### config.mk
export PLATFORM = sky130hd
export DESIGN_NAME = simd_bus_engine
export DESIGN_NICKNAME = d
export VERILOG_FILES = /design/src/rtl/simd_pkg.sv /design/src/rtl/simd_lane.sv /design/src/rtl/simd_bus_engine.sv
export SDC_FILE = /design/constraint.sdc
export NUM_CORES = 2
export LEC_CHECK = 0
export ABC_CLOCK_PERIOD_IN_PS = 8700
export CAP_MARGIN = 10
export CORE_ASPECT_RATIO = 1.4
export CORE_UTILIZATION = 40
export CTS_CLUSTER_DIAMETER = 40
export CTS_CLUSTER_SIZE = 12
export DETAILED_ROUTE_END_ITERATION = 6
export PLACE_DENSITY = 0.53
export SKIP_CTS_REPAIR_TIMING = 1
export SYNTH_ARGS = -nofsm -noshare
export SYNTH_HDL_FRONTEND = slang
export SYNTH_SLANG_ARGS = --single-unit
export TNS_END_PERCENT = 100
### constraint.sdc
create_clock -name clk -period 8.7 [get_ports clk]
set_clock_uncertainty 0.05 [all_clocks]
set_input_delay 0.87 -clock clk [delete_from_list [all_inputs] [get_ports clk]]
set_output_delay 0.87 -clock clk [all_outputs]
set_load 0.01 [all_outputs]
### src/rtl/simd_pkg.sv
// Shared definitions for the SIMD bus engine: opcodes, MODE fields,
// register-map bank bases, FSM encoding and the synchroniser bundle.
package simd_pkg;

  // Arithmetic operation carried in MODE[1:0].
  typedef enum logic [1:0] {
    OP_ADD = 2'd0,
    OP_MAC = 2'd1,
    OP_MUL = 2'd2,
    OP_SUB = 2'd3
  } op_e;

  // MODE register bit positions.
  localparam int MODE_OP_LSB     = 0;
  localparam int MODE_SIGNED_BIT = 2;

  // Register-map bases; bits [7:5] select the bank, [4:0] the element.
  localparam logic [7:0] BASE_A    = 8'h00;
  localparam logic [7:0] BASE_B    = 8'h20;
  localparam logic [7:0] BASE_MODE = 8'h40;
  localparam logic [7:0] BASE_C    = 8'h60;

  typedef enum logic [1:0] {
    ST_IDLE = 2'd0,
    ST_RUN  = 2'd1,
    ST_DONE = 2'd2
  } state_e;

  // Asynchronous control pins, grouped so they share one synchroniser.
  typedef struct packed {
    logic cs;
    logic wr;
    logic rd;
    logic cd;
    logic ex;
  } ctl_t;

endpackage

### src/rtl/simd_lane.sv
// One combinational SIMD lane: extends the operands to 2*EW bits and
// applies add, multiply-accumulate, multiply or subtract.
module simd_lane
  import simd_pkg::*;
#(
  parameter int EW = 8
) (
  input  logic [EW-1:0]   a_i,
  input  logic [EW-1:0]   b_i,
  input  logic [EW-1:0]   c_i,
  input  op_e             op_i,
  input  logic            signed_i,
  output logic [2*EW-1:0] res_o
);

  logic [2*EW-1:0] a_x, b_x, c_x, prod;

  // Extend operands, then select the operation; 2*EW-bit modular
  // arithmetic on extended operands gives the exact signed/unsigned result.
  // NOTE: every output of a combinational block is assigned on every path
  // (defaults first), otherwise synthesis infers a latch.
  always_comb begin
    a_x   = signed_i ? {{EW{a_i[EW-1]}}, a_i} : {{EW{1'b0}}, a_i};
    b_x   = signed_i ? {{EW{b_i[EW-1]}}, b_i} : {{EW{1'b0}}, b_i};
    c_x   = signed_i ? {{EW{c_i[EW-1]}}, c_i} : {{EW{1'b0}}, c_i};
    prod  = a_x * b_x;
    res_o = '0;
    case (op_i)
      OP_ADD:  res_o = a_x + b_x;
      OP_MAC:  res_o = prod + c_x;
      OP_MUL:  res_o = prod;
      OP_SUB:  res_o = a_x - b_x;
      default: res_o = '0;
    endcase
  end

endmodule

### src/rtl/simd_bus_engine.sv
// SIMD vector engine behind the Pico 8-bit parallel bus: synchronised
// strobes, A/B/C operand banks, LANES-wide compute and byte readback.
module simd_bus_engine
  import simd_pkg::*;
#(
  parameter int EW    = 8,
  parameter int LANES = 4,
  parameter int DEPTH = 8
) (
  input  logic       clk,
  input  logic       rst_n,
  input  logic       cs,
  input  logic       wr,
  input  logic       rd,
  input  logic       cd,
  input  logic       execute,
  input  logic [7:0] bus_din,
  output logic [7:0] bus_dout,
  output logic       bus_oe,
  output logic       busy,
  output logic       done
);

  localparam int NBEATS = DEPTH / LANES;
  localparam int BW     = (NBEATS > 1) ? $clog2(NBEATS) : 1;
  localparam int IW     = (DEPTH > 1) ? $clog2(DEPTH) : 1;
  localparam int RW     = 2 * EW;
  localparam int NBYTES = DEPTH * RW / 8;
  localparam int PW     = $clog2(NBYTES);
  localparam int BPE    = EW / 8;

  // ---------------- synchronisers and edge detect ----------------
  ctl_t       meta_q, sync_q;
  logic [7:0] din_meta_q, din_q;
  logic       wr_prev_q, rd_prev_q, ex_prev_q;

  // Two-flop synchronisers for pins and data, plus one history flop per strobe.
  // NOTE: clocked state uses non-blocking (<=) so every flop samples the
  // pre-edge value; blocking here would collapse the synchroniser chain.
  always_ff @(posedge clk or negedge rst_n) begin
    if (!rst_n) begin
      meta_q     <= '0;
      sync_q     <= '0;
      din_meta_q <= '0;
      din_q      <= '0;
      wr_prev_q  <= 1'b0;
      rd_prev_q  <= 1'b0;
      ex_prev_q  <= 1'b0;
    end else begin
      meta_q     <= {cs, wr, rd, cd, execute};
      sync_q     <= meta_q;
      din_meta_q <= bus_din;
      din_q      <= din_meta_q;
      wr_prev_q  <= sync_q.wr;
      rd_prev_q  <= sync_q.rd;
      ex_prev_q  <= sync_q.ex;
    end
  end

  logic wr_rise, rd_fall, ex_rise;
  assign wr_rise = sync_q.cs & sync_q.wr & ~wr_prev_q;
  assign rd_fall = sync_q.cs & ~sync_q.rd & rd_prev_q;
  assign ex_rise = sync_q.cs & sync_q.ex & ~ex_prev_q;

  // ---------------- control FSM ----------------
  state_e         state_q, state_d;
  logic [BW-1:0]  beat_q, beat_d;
  logic           start, addr_wr, data_wr;

  assign busy    = (state_q == ST_RUN);
  assign done    = (state_q == ST_DONE);
  assign start   = ex_rise & ~busy;
  // Execute wins over a simultaneous address write.
  assign addr_wr = wr_rise & sync_q.cd & ~busy & ~start;
  assign data_wr = wr_rise & ~sync_q.cd & ~busy;

  // Next-state logic: IDLE -> RUN -> DONE, leaving DONE on execute or address write.
  always_comb begin
    state_d = state_q;
    beat_d  = beat_q;
    case (state_q)
      ST_IDLE: if (start) begin
        state_d = ST_RUN;
        beat_d  = '0;
      end
      ST_RUN: begin
        beat_d = beat_q + 1'b1;
        if (beat_q == BW'(NBEATS - 1)) state_d = ST_DONE;
      end
      ST_DONE: begin
        if (start) begin
          state_d = ST_RUN;
          beat_d  = '0;
        end else if (addr_wr) begin
          state_d = ST_IDLE;
        end
      end
      default: state_d = ST_IDLE;
    endcase
  end

  // FSM state and beat counter registers.
  always_ff @(posedge clk or negedge rst_n) begin
    if (!rst_n) begin
      state_q <= ST_IDLE;
      beat_q  <= '0;
    end else begin
      state_q <= state_d;
      beat_q  <= beat_d;
    end
  end

  // ---------------- register map ----------------
  logic [7:0]    addr_q, addr_d;
  logic          byte_sel_q, byte_sel_d;
  logic [2:0]    mode_q, mode_d;
  logic [PW-1:0] rd_ptr_q, rd_ptr_d;
  logic [4:0]    elem_i, elem_nxt;
  logic [IW-1:0] eidx;
  logic          in_range, is_a, is_b, is_c, is_mode, is_elem, elem_done;

  assign elem_i    = addr_q[4:0];
  assign eidx      = elem_i[IW-1:0];
  assign in_range  = ({1'b0, elem_i} < 6'(DEPTH));
  assign is_a      = (addr_q[7:5] == BASE_A[7:5]) & in_range;
  assign is_b      = (addr_q[7:5] == BASE_B[7:5]) & in_range;
  assign is_c      = (addr_q[7:5] == BASE_C[7:5]) & in_range;
  assign is_mode   = (addr_q == BASE_MODE);
  assign is_elem   = is_a | is_b | is_c;
  assign elem_done = (BPE == 1) || byte_sel_q;
  assign elem_nxt  = (elem_i == 5'(DEPTH - 1)) ? 5'd0 : elem_i + 5'd1;

  // Address, byte toggle, MODE and read pointer next-state.
  always_comb begin
    addr_d     = addr_q;
    byte_sel_d = byte_sel_q;
    mode_d     = mode_q;
    rd_ptr_d   = rd_ptr_q;
    if (addr_wr) begin
      addr_d     = din_q;
      byte_sel_d = 1'b0;
    end else if (data_wr) begin
      if (is_mode) begin
        mode_d = din_q[2:0];
      end else if (is_elem) begin
        if (elem_done) begin
          byte_sel_d = 1'b0;
          addr_d     = {addr_q[7:5], elem_nxt};
        end else begin
          byte_sel_d = 1'b1;
        end
      end
    end
    if (start) rd_ptr_d = '0;
    else if (rd_fall && !busy) rd_ptr_d = rd_ptr_q + 1'b1;
  end

  // Register-map state registers.
  always_ff @(posedge clk or negedge rst_n) begin
    if (!rst_n) begin
      addr_q     <= '0;
      byte_sel_q <= 1'b0;
      mode_q     <= '0;
      rd_ptr_q   <= '0;
    end else begin
      addr_q     <= addr_d;
      byte_sel_q <= byte_sel_d;
      mode_q     <= mode_d;
      rd_ptr_q   <= rd_ptr_d;
    end
  end

  // ---------------- operand banks ----------------
  logic [EW-1:0] bank_a_q [DEPTH];
  logic [EW-1:0] bank_b_q [DEPTH];
  logic [EW-1:0] bank_c_q [DEPTH];

  function automatic logic [EW-1:0] put_byte(input logic [EW-1:0] old,
                                             input logic          sel,
                                             input logic [7:0]    b);
    logic [EW-1:0] r;
    r = old;
    for (int k = 0; k < BPE; k++) begin
      if (k == int'(sel)) r[k*8 +: 8] = b;
    end
    return r;
  endfunction

  // Byte-wide operand writes from the bus, little-endian within an element.
  // NOTE: these arrays carry a reset because the banks must read back as
  // zero after reset; that forces flops rather than RAM, acceptable at this size.
  always_ff @(posedge clk or negedge rst_n) begin
    if (!rst_n) begin
      for (int i = 0; i < DEPTH; i++) begin
        bank_a_q[i] <= '0;
        bank_b_q[i] <= '0;
        bank_c_q[i] <= '0;
      end
    end else if (data_wr) begin
      if (is_a) bank_a_q[eidx] <= put_byte(bank_a_q[eidx], byte_sel_q, din_q);
      if (is_b) bank_b_q[eidx] <= put_byte(bank_b_q[eidx], byte_sel_q, din_q);
      if (is_c) bank_c_q[eidx] <= put_byte(bank_c_q[eidx], byte_sel_q, din_q);
    end
  end

  // ---------------- lanes and result buffer ----------------
  logic [IW-1:0] lane_idx [LANES];
  logic [EW-1:0] lane_a [LANES];
  logic [EW-1:0] lane_b [LANES];
  logic [EW-1:0] lane_c [LANES];
  logic [RW-1:0] lane_res [LANES];
  logic [RW-1:0] res_q [DEPTH];
  op_e           op;

  assign op = op_e'(mode_q[MODE_OP_LSB +: 2]);

  // Route the elements of the current beat to the lanes.
  always_comb begin
    for (int l = 0; l < LANES; l++) begin
      lane_idx[l] = IW'(int'(beat_q) * LANES + l);
      lane_a[l]   = bank_a_q[lane_idx[l]];
      lane_b[l]   = bank_b_q[lane_idx[l]];
      lane_c[l]   = bank_c_q[lane_idx[l]];
    end
  end

  for (genvar l = 0; l < LANES; l++) begin : g_lane
    simd_lane #(.EW(EW)) u_lane (
      .a_i     (lane_a[l]),
      .b_i     (lane_b[l]),
      .c_i     (lane_c[l]),
      .op_i    (op),
      .signed_i(mode_q[MODE_SIGNED_BIT]),
      .res_o   (lane_res[l])
    );
  end

  // Each RUN beat stores LANES results.
  always_ff @(posedge clk or negedge rst_n) begin
    if (!rst_n) begin
      for (int i = 0; i < DEPTH; i++) res_q[i] <= '0;
    end else if (busy) begin
      for (int l = 0; l < LANES; l++) res_q[lane_idx[l]] <= lane_res[l];
    end
  end

  // ---------------- readback ----------------
  logic [DEPTH*RW-1:0] res_flat;
  logic [7:0]          rd_byte;
  logic [7:0]          bus_dout_q;
  logic                bus_oe_q;

  // Flatten results so element 0's least significant byte is byte 0.
  always_comb begin
    res_flat = '0;
    for (int e = 0; e < DEPTH; e++) res_flat[e*RW +: RW] = res_q[e];
  end

  assign rd_byte = res_flat[{rd_ptr_q, 3'b000} +: 8];

  // Registered bus outputs; reads return zero while computing.
  always_ff @(posedge clk or negedge rst_n) begin
    if (!rst_n) begin
      bus_dout_q <= '0;
      bus_oe_q   <= 1'b0;
    end else begin
      bus_dout_q <= busy ? 8'h00 : rd_byte;
      bus_oe_q   <= sync_q.cs & sync_q.rd;
    end
  end

  assign bus_dout = bus_dout_q;
  assign bus_oe   = bus_oe_q;

endmodule

==> results.md <==
- XOR/XNOR share of the synthesized area: 0.0571
- Placer Congestion: 0.870
- Syn_area_per_cell: 9.66 um^2
- Tcrit/Tclk final: 0.938
- Flop pwr share: 0.301
- Number of global-route vias before repair: 29400
- CTS sink cnt: 376
- Register Area: 0.00942 mm^2
- Main combinational cell family by area after synthesis: adder cells
- M3 GR Usage: 0.0205
- I/O pin count: 26
- EDFF count, synth: 0
- Yosys top cell by area: dfrtp_1
- CP max stage delay: 0.65 ns
- Die width: 260 um
- Drt pass-1 iters: 6
- Final setup margin: 0.539 ns
- Sw frac: 0.409
- Critical path arrival: 8.63 ns
- Status: finished clean
- Synth Cell Area: 0.0373 mm^2
- Avg WL per Cell: 20.3 um
- Rows: 132
- Yosys top cell area share: 0.252
- Final Hold Fails: 0
- Gr busiest metal: met2
- Min Tclk post-route: 8.16 ns
- Post-synthesis adder-cell area fraction: 0.280
- Tightest Pin Transition: 1.17 ns
- Vias: 27200
- Worst-skew pair later-pin latency: 0.62 ns
- Fmax: 123 MHz
- Root Driver: clkbuf_16
- Rel. slew slack: 0.200
- Synth async-reset ratio: 1.00
- Initial core utilization: 0.404
- Family with the most delay on the worst path: adder cells
- Antenna viol nets, final: 0
- P_leak: 20.3 nW
- CP max stage cell: mux2i_2
- Clock Pin Slew Worst Setup and Hold Paths: 0.06 ns
- # fillers: 9130
- CTS HTree Levels: 2
- Endpoints failing setup: 0
- Synth top area cells: dfrtp_1 25%, fa_1 17%, ha_1 11%
- Warnings from Yosys: 0
- Syn Nets: 4524
- First-pass GRT wire length: 167000 um
- Unrepaired setup endpoints after global routing: no
- Seq/Total Area, Yosys: 0.252
- Total grt overflow: 0
- Ys flop type: dfrtp_1
- Clk buf depth: 3
- Hold WC Path Type: input pin to asynchronous set/reset pin
- Met1 Resource Use GR: 0.258
- Mux cell area share after synthesis: 0.121
- Share of cells above drive strength 1: 0.145
- Die Y: 363 um
- Pwr/cell area: 196 mW/mm^2
- CP endpoint kind: register
- Cell Int Power: 4.75 mW
- DR vias/cell: 5.30
- Gate power share: 0.430
- Unique masters post-synth: 94
- Simple-Gate Fraction of Synth Area: 0.104
- CTS buffer count: 51
- # Max-Cap Violations: 0
- Final wirelength: 104000 um
- P_sw: 3.29 mW
- Post-Syn Instances: 3863
- CP most frequent cell: fa_1
- 1st-iter DRT viols: 1396
- GRT Overall Usage: 0.230
- Remaining DRCs: 0
- Antenna violations before repair: 3
- Area Growth Syn to Fin: 9.84%
- Yosys reg bits: 376
- Die area: 0.0946 mm^2
- PortBufs: 25
- CP Launch Type: register
- CTS tree: yes
- Req. time, crit path: 9.17 ns
- Crit path max fanout: 27
- Clk pwr share: 0.269
- Detailed Place HPWL: 81900 um
- Largest net degree at the start of global routing: 152
- Core area: 0.0925 mm^2
- Synth Area in Compound Gates: 0.110
- Worst VDD drop: 0.000177 V
- Max-slew violations: 0
- Critical path buffer and inverter count: 5
- Setup TNS: 0 ns
- Area occupied by multi-input gates: 0.0251 mm^2
- Crit path kind: register to register
- Met2 usage: 0.434
- DP Worst Slack: 0.334 ns
- Total power draw: 8.04 mW
- Nets: 4551
[registers in the layout, indices dropped and copies added (netlist names), 2 cells and up]
signal	cells
din_meta_q	8
addr_q	8
bank_b_q	64
sync_q	5
res_flat	128
mode_q	3
bus_dout	8
state_q	2
bank_a_q	64
meta_q	5
bank_c_q	64
rd_ptr_q	4
din_q	8
[routing by layer]
metal  vias up  part of all wire
met5         -                 0
met4         0             0.050
met3       178             0.024
met2       412              0.53
met1     13700              0.39
li1      12900                 -
[synthesized netlist by cell type, types with 54 or more instances]
cell type and n:
inv_1 574, mux2_2 246, ha_1 330, xor2_1 62
dfrtp_1 376, fa_1 316, o21ai_0 191, xnor2_1 163
mux2i_1 54, nand2_1 247, clkbuf_1 118, a21oi_1 149
nor2_1 367
[logic make-up after synthesis]
| group | count (synthesis) |
|---|---|
| multiplexers | 358 |
| adder cells (fa/ha/maj) | 646 |
| AND/OR/NAND/NOR | 867 |
| buffers and inverters | 737 |
| XOR/XNOR | 232 |
| AO/OA/AOI/OAI | 647 |
| flip-flops | 376 |
[metrics by stage]
stage	util	cell area [um^2]	instances	hold WS, ns
after floorplan	-	37300	3863	0.281
after global placement	0.424	39200	5043	0.281
after detailed placement	0.424	39200	5043	0.286
after CTS	0.443	41000	5131	0.292
after global routing	0.443	41000	5131	0.296
final	0.443	41000	5133	0.260
[power by group through the flow]
stage | clock, mW | combinational (mW) | sequential [mW]
floorplan | 0 | 2.35 | 2.25
global placement | 0 | 3.46 | 2.44
detailed placement | 0 | 3.48 | 2.44
CTS | 2.21 | 3.50 | 2.42
global route | 2.28 | 3.77 | 2.45
finish | 2.16 | 3.46 | 2.42
[cell type report]
cell class,instances,area share
Sequential cell,376,0.230
Multi-Input combinational cell,2750,0.612
Clock buffer,57,0.0324
Clock inverter,31,0.0103
Tap cell,1206,0.0368
Inverter,593,0.0543
Timing Repair Buffer,118,0.0239
Antenna cell,2,0.000122
[path summary, 6_finish.rpt]
kind                       depth (start not counted)          start  slack [ns]      endpoint
max                                               28         beat_q        0.54  res_flat[15]
min                                                1          rst_n        0.26   bus_dout[4]
max reg2reg                                       28         beat_q        0.54  res_flat[15]
min reg2reg                                        0  din_meta_q[7]        0.29      din_q[7]
max in group asynchronous                          3          rst_n        6.58  bank_a_q[62]
min in group clk                                   0  din_meta_q[7]        0.29      din_q[7]
[placed cells by master, fill, tap and decap left out, types with 28 or more instances in the layout]
cell / Yosys / layout
a21o_1: 43 / 43
a21oi_1: 149 / 149
a221o_1: 32 / 32
a31oi_1: 29 / 29
buf_4: 0 / 91
clkbuf_16: 0 / 51
dfrtp_1: 376 / 372
fa_1: 316 / 316
ha_1: 330 / 327
inv_1: 574 / 574
mux2_2: 246 / 246
mux2i_1: 54 / 53
mux4_2: 40 / 40
nand2_1: 247 / 246
nand2b_1: 43 / 42
nand3_1: 28 / 28
nor2_1: 367 / 367
nor3_1: 38 / 38
o21a_1: 30 / 30
o21ai_0: 191 / 191
or2_2: 32 / 32
xnor2_1: 163 / 163
xor2_1: 62 / 62
(Power assumes the default switching activity.)
